<file path="config.mk">
export PLATFORM = sky130hd
export DESIGN_NAME = rr_grant_arbiter8
export DESIGN_NICKNAME = d
export VERILOG_FILES = /design/src/rtl/rr_grant_arbiter8.sv
export SDC_FILE = /design/constraint.sdc
export NUM_CORES = 1
export LEC_CHECK = 0
export CELL_PAD_IN_SITES_DETAIL_PLACEMENT = 0
export CELL_PAD_IN_SITES_GLOBAL_PLACEMENT = 1
export CORE_MARGIN = 2
export CORE_UTILIZATION = 39
export CTS_CLUSTER_SIZE = 10
export DETAILED_ROUTE_END_ITERATION = 16
export PLACE_DENSITY_LB_ADDON = 0.1
export SETUP_SLACK_MARGIN = 0.2
export SYNTH_ARGS = -nofsm -noshare
export SYNTH_HDL_FRONTEND = slang
export SYNTH_SLANG_ARGS = --single-unit
</file>
<file path="constraint.sdc">
create_clock -name clk -period 3.6 [get_ports clk]
set_clock_uncertainty 0.15 [all_clocks]
set_input_delay 0.72 -clock clk [delete_from_list [all_inputs] [get_ports clk]]
set_output_delay 0.72 -clock clk [all_outputs]
set_load 0.02 [all_outputs]
</file>
<file path="src/rtl/rr_grant_arbiter8.sv">
// Eight-way round-robin arbiter with a registered one-hot grant, a bounded hold time
// and a forced idle cycle between grants.
module rr_grant_arbiter8 #(
    parameter int HOLD_MAX = 15
) (
    input  logic       clk,
    input  logic       rst_n,
    input  logic [7:0] req,
    input  logic       done,
    output logic       gnt_en,
    output logic [2:0] gnt_idx,
    output logic [7:0] gnt,
    output logic       timeout
);

    // Handshake: req[i] stays high while requester i wants the resource. A grant
    // ends when the holder raises done, drops its req, or holds for HOLD_MAX cycles.
    typedef enum logic {
        IDLE  = 1'b0,
        GRANT = 1'b1
    } state_t;

    localparam logic [3:0] HOLD_LAST = 4'(HOLD_MAX - 1);

    state_t     state, state_nxt;
    logic [2:0] ptr, ptr_nxt;
    logic [3:0] hold_cnt, hold_cnt_nxt;
    logic       gnt_en_nxt;
    logic [2:0] gnt_idx_nxt;
    logic [7:0] gnt_nxt;
    logic       timeout_nxt;

    logic       pick_found;
    logic [2:0] pick_idx;
    logic [2:0] cand;

    logic       expire;
    logic       drop;
    logic       release_now;

    // Rotating priority search: ptr first, then ptr+1, ... wrapping modulo 8.
    always_comb begin
        pick_found = 1'b0;
        pick_idx   = 3'd0;
        cand       = 3'd0;
        for (int i = 0; i < 8; i++) begin
            cand = ptr + 3'(i);
            if (!pick_found && req[cand]) begin
                pick_found = 1'b1;
                pick_idx   = cand;
            end
        end
    end

    assign expire      = (hold_cnt == HOLD_LAST);
    assign drop        = !req[gnt_idx];
    assign release_now = done || drop || expire;

    always_comb begin
        state_nxt    = state;
        ptr_nxt      = ptr;
        hold_cnt_nxt = hold_cnt;
        gnt_en_nxt   = 1'b0;
        gnt_idx_nxt  = 3'd0;
        gnt_nxt      = 8'h00;
        timeout_nxt  = 1'b0;

        case (state)
            IDLE: begin
                if (pick_found) begin
                    state_nxt    = GRANT;
                    gnt_en_nxt   = 1'b1;
                    gnt_idx_nxt  = pick_idx;
                    gnt_nxt      = 8'h01 << pick_idx;
                    hold_cnt_nxt = 4'd0;
                end
            end
            GRANT: begin
                if (release_now) begin
                    // Always pass through IDLE so a new grant never abuts the old one.
                    state_nxt    = IDLE;
                    ptr_nxt      = gnt_idx + 3'd1;
                    hold_cnt_nxt = 4'd0;
                    timeout_nxt  = expire && !done && !drop;
                end else begin
                    gnt_en_nxt   = 1'b1;
                    gnt_idx_nxt  = gnt_idx;
                    gnt_nxt      = gnt;
                    hold_cnt_nxt = expire ? hold_cnt : hold_cnt + 4'd1;
                end
            end
        endcase
    end

    always_ff @(posedge clk) begin
        if (!rst_n) begin
            state    <= IDLE;
            ptr      <= 3'd0;
            hold_cnt <= 4'd0;
            gnt_en   <= 1'b0;
            gnt_idx  <= 3'd0;
            gnt      <= 8'h00;
            timeout  <= 1'b0;
        end else begin
            state    <= state_nxt;
            ptr      <= ptr_nxt;
            hold_cnt <= hold_cnt_nxt;
            gnt_en   <= gnt_en_nxt;
            gnt_idx  <= gnt_idx_nxt;
            gnt      <= gnt_nxt;
            timeout  <= timeout_nxt;
        end
    end

endmodule

</file>
Word level (Yosys, flattened, before mapping)
Cells that the tools add are included.
{"block": "word_totals", "reg_bits": 20, "in_bits": 11, "output_inout_bits": 13, "wordCells": 100}
{"block": "classes", "addsub": 9, "n_lt_le_gt_ge": 9, "eq_ne": 4, "n_shift": 1, "mux": 47, "bitwise_logic": 1, "reduce_logical": 23}
{"operator": "less-than comparator 3 x 4 -> 1 bit (second input constant)", "count": 9}
{"operator": "two-way mux 3 bit", "count": 10}
{"operator": "binary-select mux 1 bit (select 3 bit)", "count": 9}
{"operator": "two-way mux 1 bit", "count": 19}
{"operator": "two-way mux 8 bit", "count": 2}
{"operator": "one-hot mux 8 bit (2 select lines)", "count": 1}
{"operator": "adder 3 bit (second input constant)", "count": 4}
{"operator": "two-way mux 4 bit", "count": 3}
{"operator": "logical AND 1 bit", "count": 9}
{"operator": "logical NOT 1 bit", "count": 9}
{"operator": "one-hot mux 4 bit (2 select lines)", "count": 1}
{"operator": "left shift 1 x 3 -> 8 bit (first input constant)", "count": 1}
{"operator": "adder 3 x 1 -> 3 bit (second input constant)", "count": 2}
{"operator": "adder 3 x 2 -> 3 bit (second input constant)", "count": 2}
{"operator": "one-hot mux 3 bit (2 select lines)", "count": 1}
{"operator": "adder 4 x 1 -> 4 bit (second input constant)", "count": 1}
{"operator": "== test 4 bit (second input constant)", "count": 1}
{"operator": "AND reduction 2 bit", "count": 2}
{"operator": "inequality test 3 x 2 -> 1 bit (second input constant)", "count": 1}
{"operator": "AND reduction 3 bit", "count": 1}
{"operator": "logical OR 1 bit", "count": 2}
{"operator": "inequality test 2 x 1 -> 1 bit (second input constant)", "count": 1}
{"operator": "inequality test 2 bit (second input constant)", "count": 1}
{"operator": "one-hot mux 1 bit (2 select lines)", "count": 1}
{"operator": "NOT 1 bit", "count": 1}

Logic depth before layout (Yosys ltp)
{"block": "logic_depth", "ltp_word": 27, "ltp_mapped": 13, "mapped_depth_nobuf": 9}

Least setup slack after synthesis
Ideal clock, no wire load.
{"block": "synth_timing", "kind": "flip-flop to flip-flop", "start": "register ptr[0]", "end": "register gnt[2]", "setup_time_ns": 0.101, "arrival_ns": 3.431, "required_time_ns": 3.349, "slack_ns": -0.082, "stages_incl_launch_ff": 13, "n_path_buf": 3, "period_less_slack_ns": 3.682, "path_cell_list": "dfxtp_1 -> buf_2 -> buf_2 -> clkinv_1 -> ha_1 -> buf_6 -> mux2_4 -> mux4_2 -> o32a_1 -> o311ai_2 -> mux2i_1 -> and2_4 -> o41ai_1"}
{"block": "synth_via", "elab_chain_cells": 27, "word_cells_on_any_way": 56, "classes_between": "7 x add/sub; 1 x shift; 34 x mux; 14 x reduce/logical"}
{"element": "start: declaration", "line": "26", "text": "logic [2:0] ptr, ptr_nxt;"}
{"element": "start signal: assignment", "line": "106", "text": "ptr <= ptr_nxt;"}
{"element": "parallel branches: the longest is 25 deep, another holds adder 3 x 1 -> 3 bit"}
{"element": "two-way mux 8 bit (*)", "line": "70", "text": "if (pick_found) begin"}
{"element": "one-hot mux 8 bit (2 select lines) (*)", "line": "68", "text": "case (state)"}
{"element": "end signal: assignment", "line": "110", "text": "gnt <= gnt_nxt;"}
{"element": "end: declaration", "line": "12", "text": "output logic [7:0] gnt,"}
Every way passes the cells marked *. The select of a mux whose other input is x is not followed.
A chain may end at the register's enable or synchronous reset.

Worst setup path in the final report
{"block": "layout_timing", "start": "input port req[7]", "end": "register gnt[5]"}
{"block": "layout_via", "elab_chain_cells": 27, "word_cells_on_any_way": 55, "classes_between": "1 x eq/ne; 1 x shift; 36 x mux; 17 x reduce/logical"}
{"element": "start: declaration", "line": "8", "text": "input logic [7:0] req,"}
{"element": "binary-select mux 1 bit (select 3 bit)", "line": "48", "text": "if (!pick_found && req[cand]) begin"}
{"element": "two-way mux 1 bit (not written as such)", "line": "48"}
{"element": "two-way mux 1 bit", "line": "48"}
{"element": "logical NOT 1 bit", "line": "48"}
{"element": "logical AND 1 bit", "line": "48"}
{"element": "two-way mux 1 bit", "line": "48"}
{"element": "logical NOT 1 bit", "line": "48"}
{"element": "logical AND 1 bit", "line": "48"}
{"element": "[... 11 more ...]"}
{"element": "logical AND 1 bit", "line": "48"}
{"element": "two-way mux 1 bit", "line": "48"}
{"element": "logical NOT 1 bit", "line": "48"}
{"element": "logical AND 1 bit", "line": "48"}
{"element": "two-way mux 3 bit", "line": "48"}
{"element": "left shift 1 x 3 -> 8 bit", "line": "74", "text": "gnt_nxt = 8'h01 << pick_idx;"}
{"element": "two-way mux 8 bit", "line": "70"}
{"element": "one-hot mux 8 bit (2 select lines)", "line": "68"}
Several ways; a longest one is shown, not always the timed one. The select of a mux whose other input is x is not followed.

==> run metrics <==
Initial Utilization between 30 and 40%; Synth Area in XOR/XNOR 2.851%; register area share after synthesis roughly 22%; Max-Cap Viols 0; CTS tree done; relative slew slack around 53%; Critical Path Sink Type flip-flop; Die X roughly 73 µm; DRT Wirelength a little over 5 mm; number of global-route vias before repair 1714; final routed DRC violation total 0; design area between 0.002 and 0.0025 mm²; post-synthesis cell area between 0.0015 and 0.002 mm²; routed via count about 1700; initial antenna violation count 0; fillcell total about 440; DR iter-0 viols 156; Tightest Pin Transition approximately 0.7 ns; final core occ slightly above 50%; Req. time, crit path between 3 and 4 ns; Synth Net Count 210; final estimated routing congestion in global placement a little under 0.9; worst setup margin ~0.22 ns; Worst Path Arrival 3.38 ns; most frequent cells in the layout nand2_1, clkdlybuf4s50_1, dfxtp_1, buf_4, mux2i_1; root buf cell clkbuf_8; Post-CTS Hold Buffers 0; yosys warns 0; global-route wire length before repair between 8 and 9 mm; CTS H-tree lvls 1; Synth Flop Type dfxtp_1; Simple-Gate Fraction of Synth Area between 15 and 20%; drt first pass iters 4; Synth Area in Compound Gates between 10% and 20%; post-synthesis average cell area ~9.5 µm²; status finished clean; pin count of the biggest net entering global routing 25; average routed wire per standard cell between 15 and 20 µm; Synth Register Bits 20; largest family of logic cells by synthesized area multiplexers; Die H around 73 µm; Core ar. between 0.004 and 0.005 mm²; power density cells roughly 400 mW/mm²; WS Path Type in -> reg; Cells after Synth 194; Fmax achieved approximately 0.30 GHz; async set-reset flop share out of synthesis 0%; final setup violation count 0; EDFF count, synth 0; crit start category input port; detail-routed via count per cell roughly 6; total leakage power 0.9103 nW; Final ANT Viol Nets 0; num ports 24; layout cells sized above 1 approximately 28%; Peak VDD IR around 260 µV; hpwl dp slightly below 4 mm; Final Hold Violating Endpoints 0; TritonCTS Sinks 20; Worst Hold Slack between 0.3 and 0.4 ns; Overflow after GRT 0; die area ~0.0053 mm²; worst-path maximum fanout 5; max-slew violation count 0; Port Buffers 23; CTS clock-pin slew for the worst setup and hold paths ~0.07 ns; P&R area growth vs syn 29.33%; CTS Buffer Depth 2; Distinct cells, synth 53; # diodes 0; GRT Total Usage between 20 and 25%; total CTS buffers 3; setup TNS 0 ns; adder-cell share of the synthesized area approximately 3.4%; area post-placement 0.002221 mm²; multiplexer share of the synthesized area between 30% and 40%; pre-CTS setup slack -0.1036 ns; nets around 250; Placement Rows 25; RSZ-0062 raised after global routing yes; crit share post-route about 94%; Tmin final ~3.4 ns; Hold Crit Class reg -> reg; Clk Latency, worst-skew pair ~0.26 ns
-- worst paths after layout --
path / to / slack (ns) / cells after the start / from
setup / recovery: gnt[5]$_SDFFE_PN0P_ / 0.22 / 9 / req[7]
hold / removal: gnt[3]$_SDFFE_PN0P_ / 0.32 / 2 / gnt[3]$_SDFFE_PN0P_
setup reg to reg: gnt[5]$_SDFFE_PN0P_ / 0.29 / 9 / ptr[1]$_SDFFE_PN0P_
hold reg to reg: gnt[3]$_SDFFE_PN0P_ / 0.32 / 2 / gnt[3]$_SDFFE_PN0P_
-- registers in the layout, indices dropped and copies added, names as in the netlist --
| register | count |
|---|---|
| state | 1 |
| gnt_idx | 3 |
| ptr | 3 |
| hold_cnt | 4 |
| timeout | 1 |
| gnt | 8 |
-- kinds of logic (layout without fill, tap and decap cells) --
logic type                 count (synthesis)  in the layout
and+or+nand+nor                           61             61
AOI/OAI and AO/OA                         45             45
muxes                                     38             38
DFF                                       20             20
buffers and inverters                     19             55
xor gates and xnor gates                   6              6
adders and majority gates                  5              5
-- report_power, final --
part	switching [mW]	total (mW)	internal, mW
clock network	0.0734	0.171	0.0974
registers	0.0206	0.259	0.238
logic	0.275	0.523	0.248
-- critical path: stages --
cell	delay [ns]
clkdlybuf4s50_1	0.46
buf_4	0.18
mux4_2	0.51
nand2b_2	0.25
o32a_1	0.27
nor4b_2	0.27
or3_1	0.20
nand2_1	0.15
o41ai_1	0.37
-- final cells by class --
| cell class | count | area [µm²] | area share (%) |
|---|---|---|---|
| Clock buffer | 4 | 55.05 | 2.310 |
| Inverter | 8 | 31.28 | 1.312 |
| Timing Repair Buffer | 43 | 380.4 | 15.96 |
| Sequential cell | 20 | 400.4 | 16.80 |
| Multi-Input combinational cell | 155 | 1449 | 60.79 |
| Tap cell | 54 | 67.56 | 2.835 |
-- stage by stage --
step | power [mW] | instances
3_3_place_gp | 0.7386 | 278
4_1_cts | 0.9288 | 282
3_5_place_dp | 0.7449 | 278
5_1_grt | 1.009 | 284
2_1_floorplan | 0.6081 | 194
6_report | 0.9531 | 284
-- synth_stat cells (2+ instances only) --
cell      count  area (µm²)
and2_1        2       12.51
o41ai_1       8       70.07
mux2i_1      17       170.2
nand2_1      23       86.33
and3_1        3       18.77
xnor2_1       3       26.28
nand4_1       5       31.28
nand3b_1      2       15.01
nand3_1       3       15.01
buf_2         6       30.03
o21ai_0       2       10.01
mux4_2       13       292.8
nand2b_1      3       18.77
nor2_1        9       33.78
buf_1         2       7.510
o221ai_1      2       17.52
a21oi_1      11       55.05
a221o_1       2       20.02
o32ai_1       2       17.52
ha_1          5       62.56
xor2_1        3       26.28
mux2_2        3       33.78
o22ai_1       2       12.51
clkbuf_1      2       7.510
dfxtp_1      20       400.4
mux2_4        4       60.06
nor2b_1       3       18.77
nor3_1        3       15.01
inv_1         7       26.28
-- metal layers --
layer  vias to the layer above  track usage (%)  routed length (µm)
met5                         -                0                   0
met4                         0            9.877                 163
met3                        14            1.657                 156
met2                        36            34.55                2666
met1                       852            25.22                2191
li1                        836                -                   -
-- what timing repair did --
action	in CTS	in global routing
endpoints found under the setup margin	11	11
buffers inserted	0	2
gates resized for setup	4	11
pin swaps	0	1
Note: power is estimated with default switching activity, not from simulation.
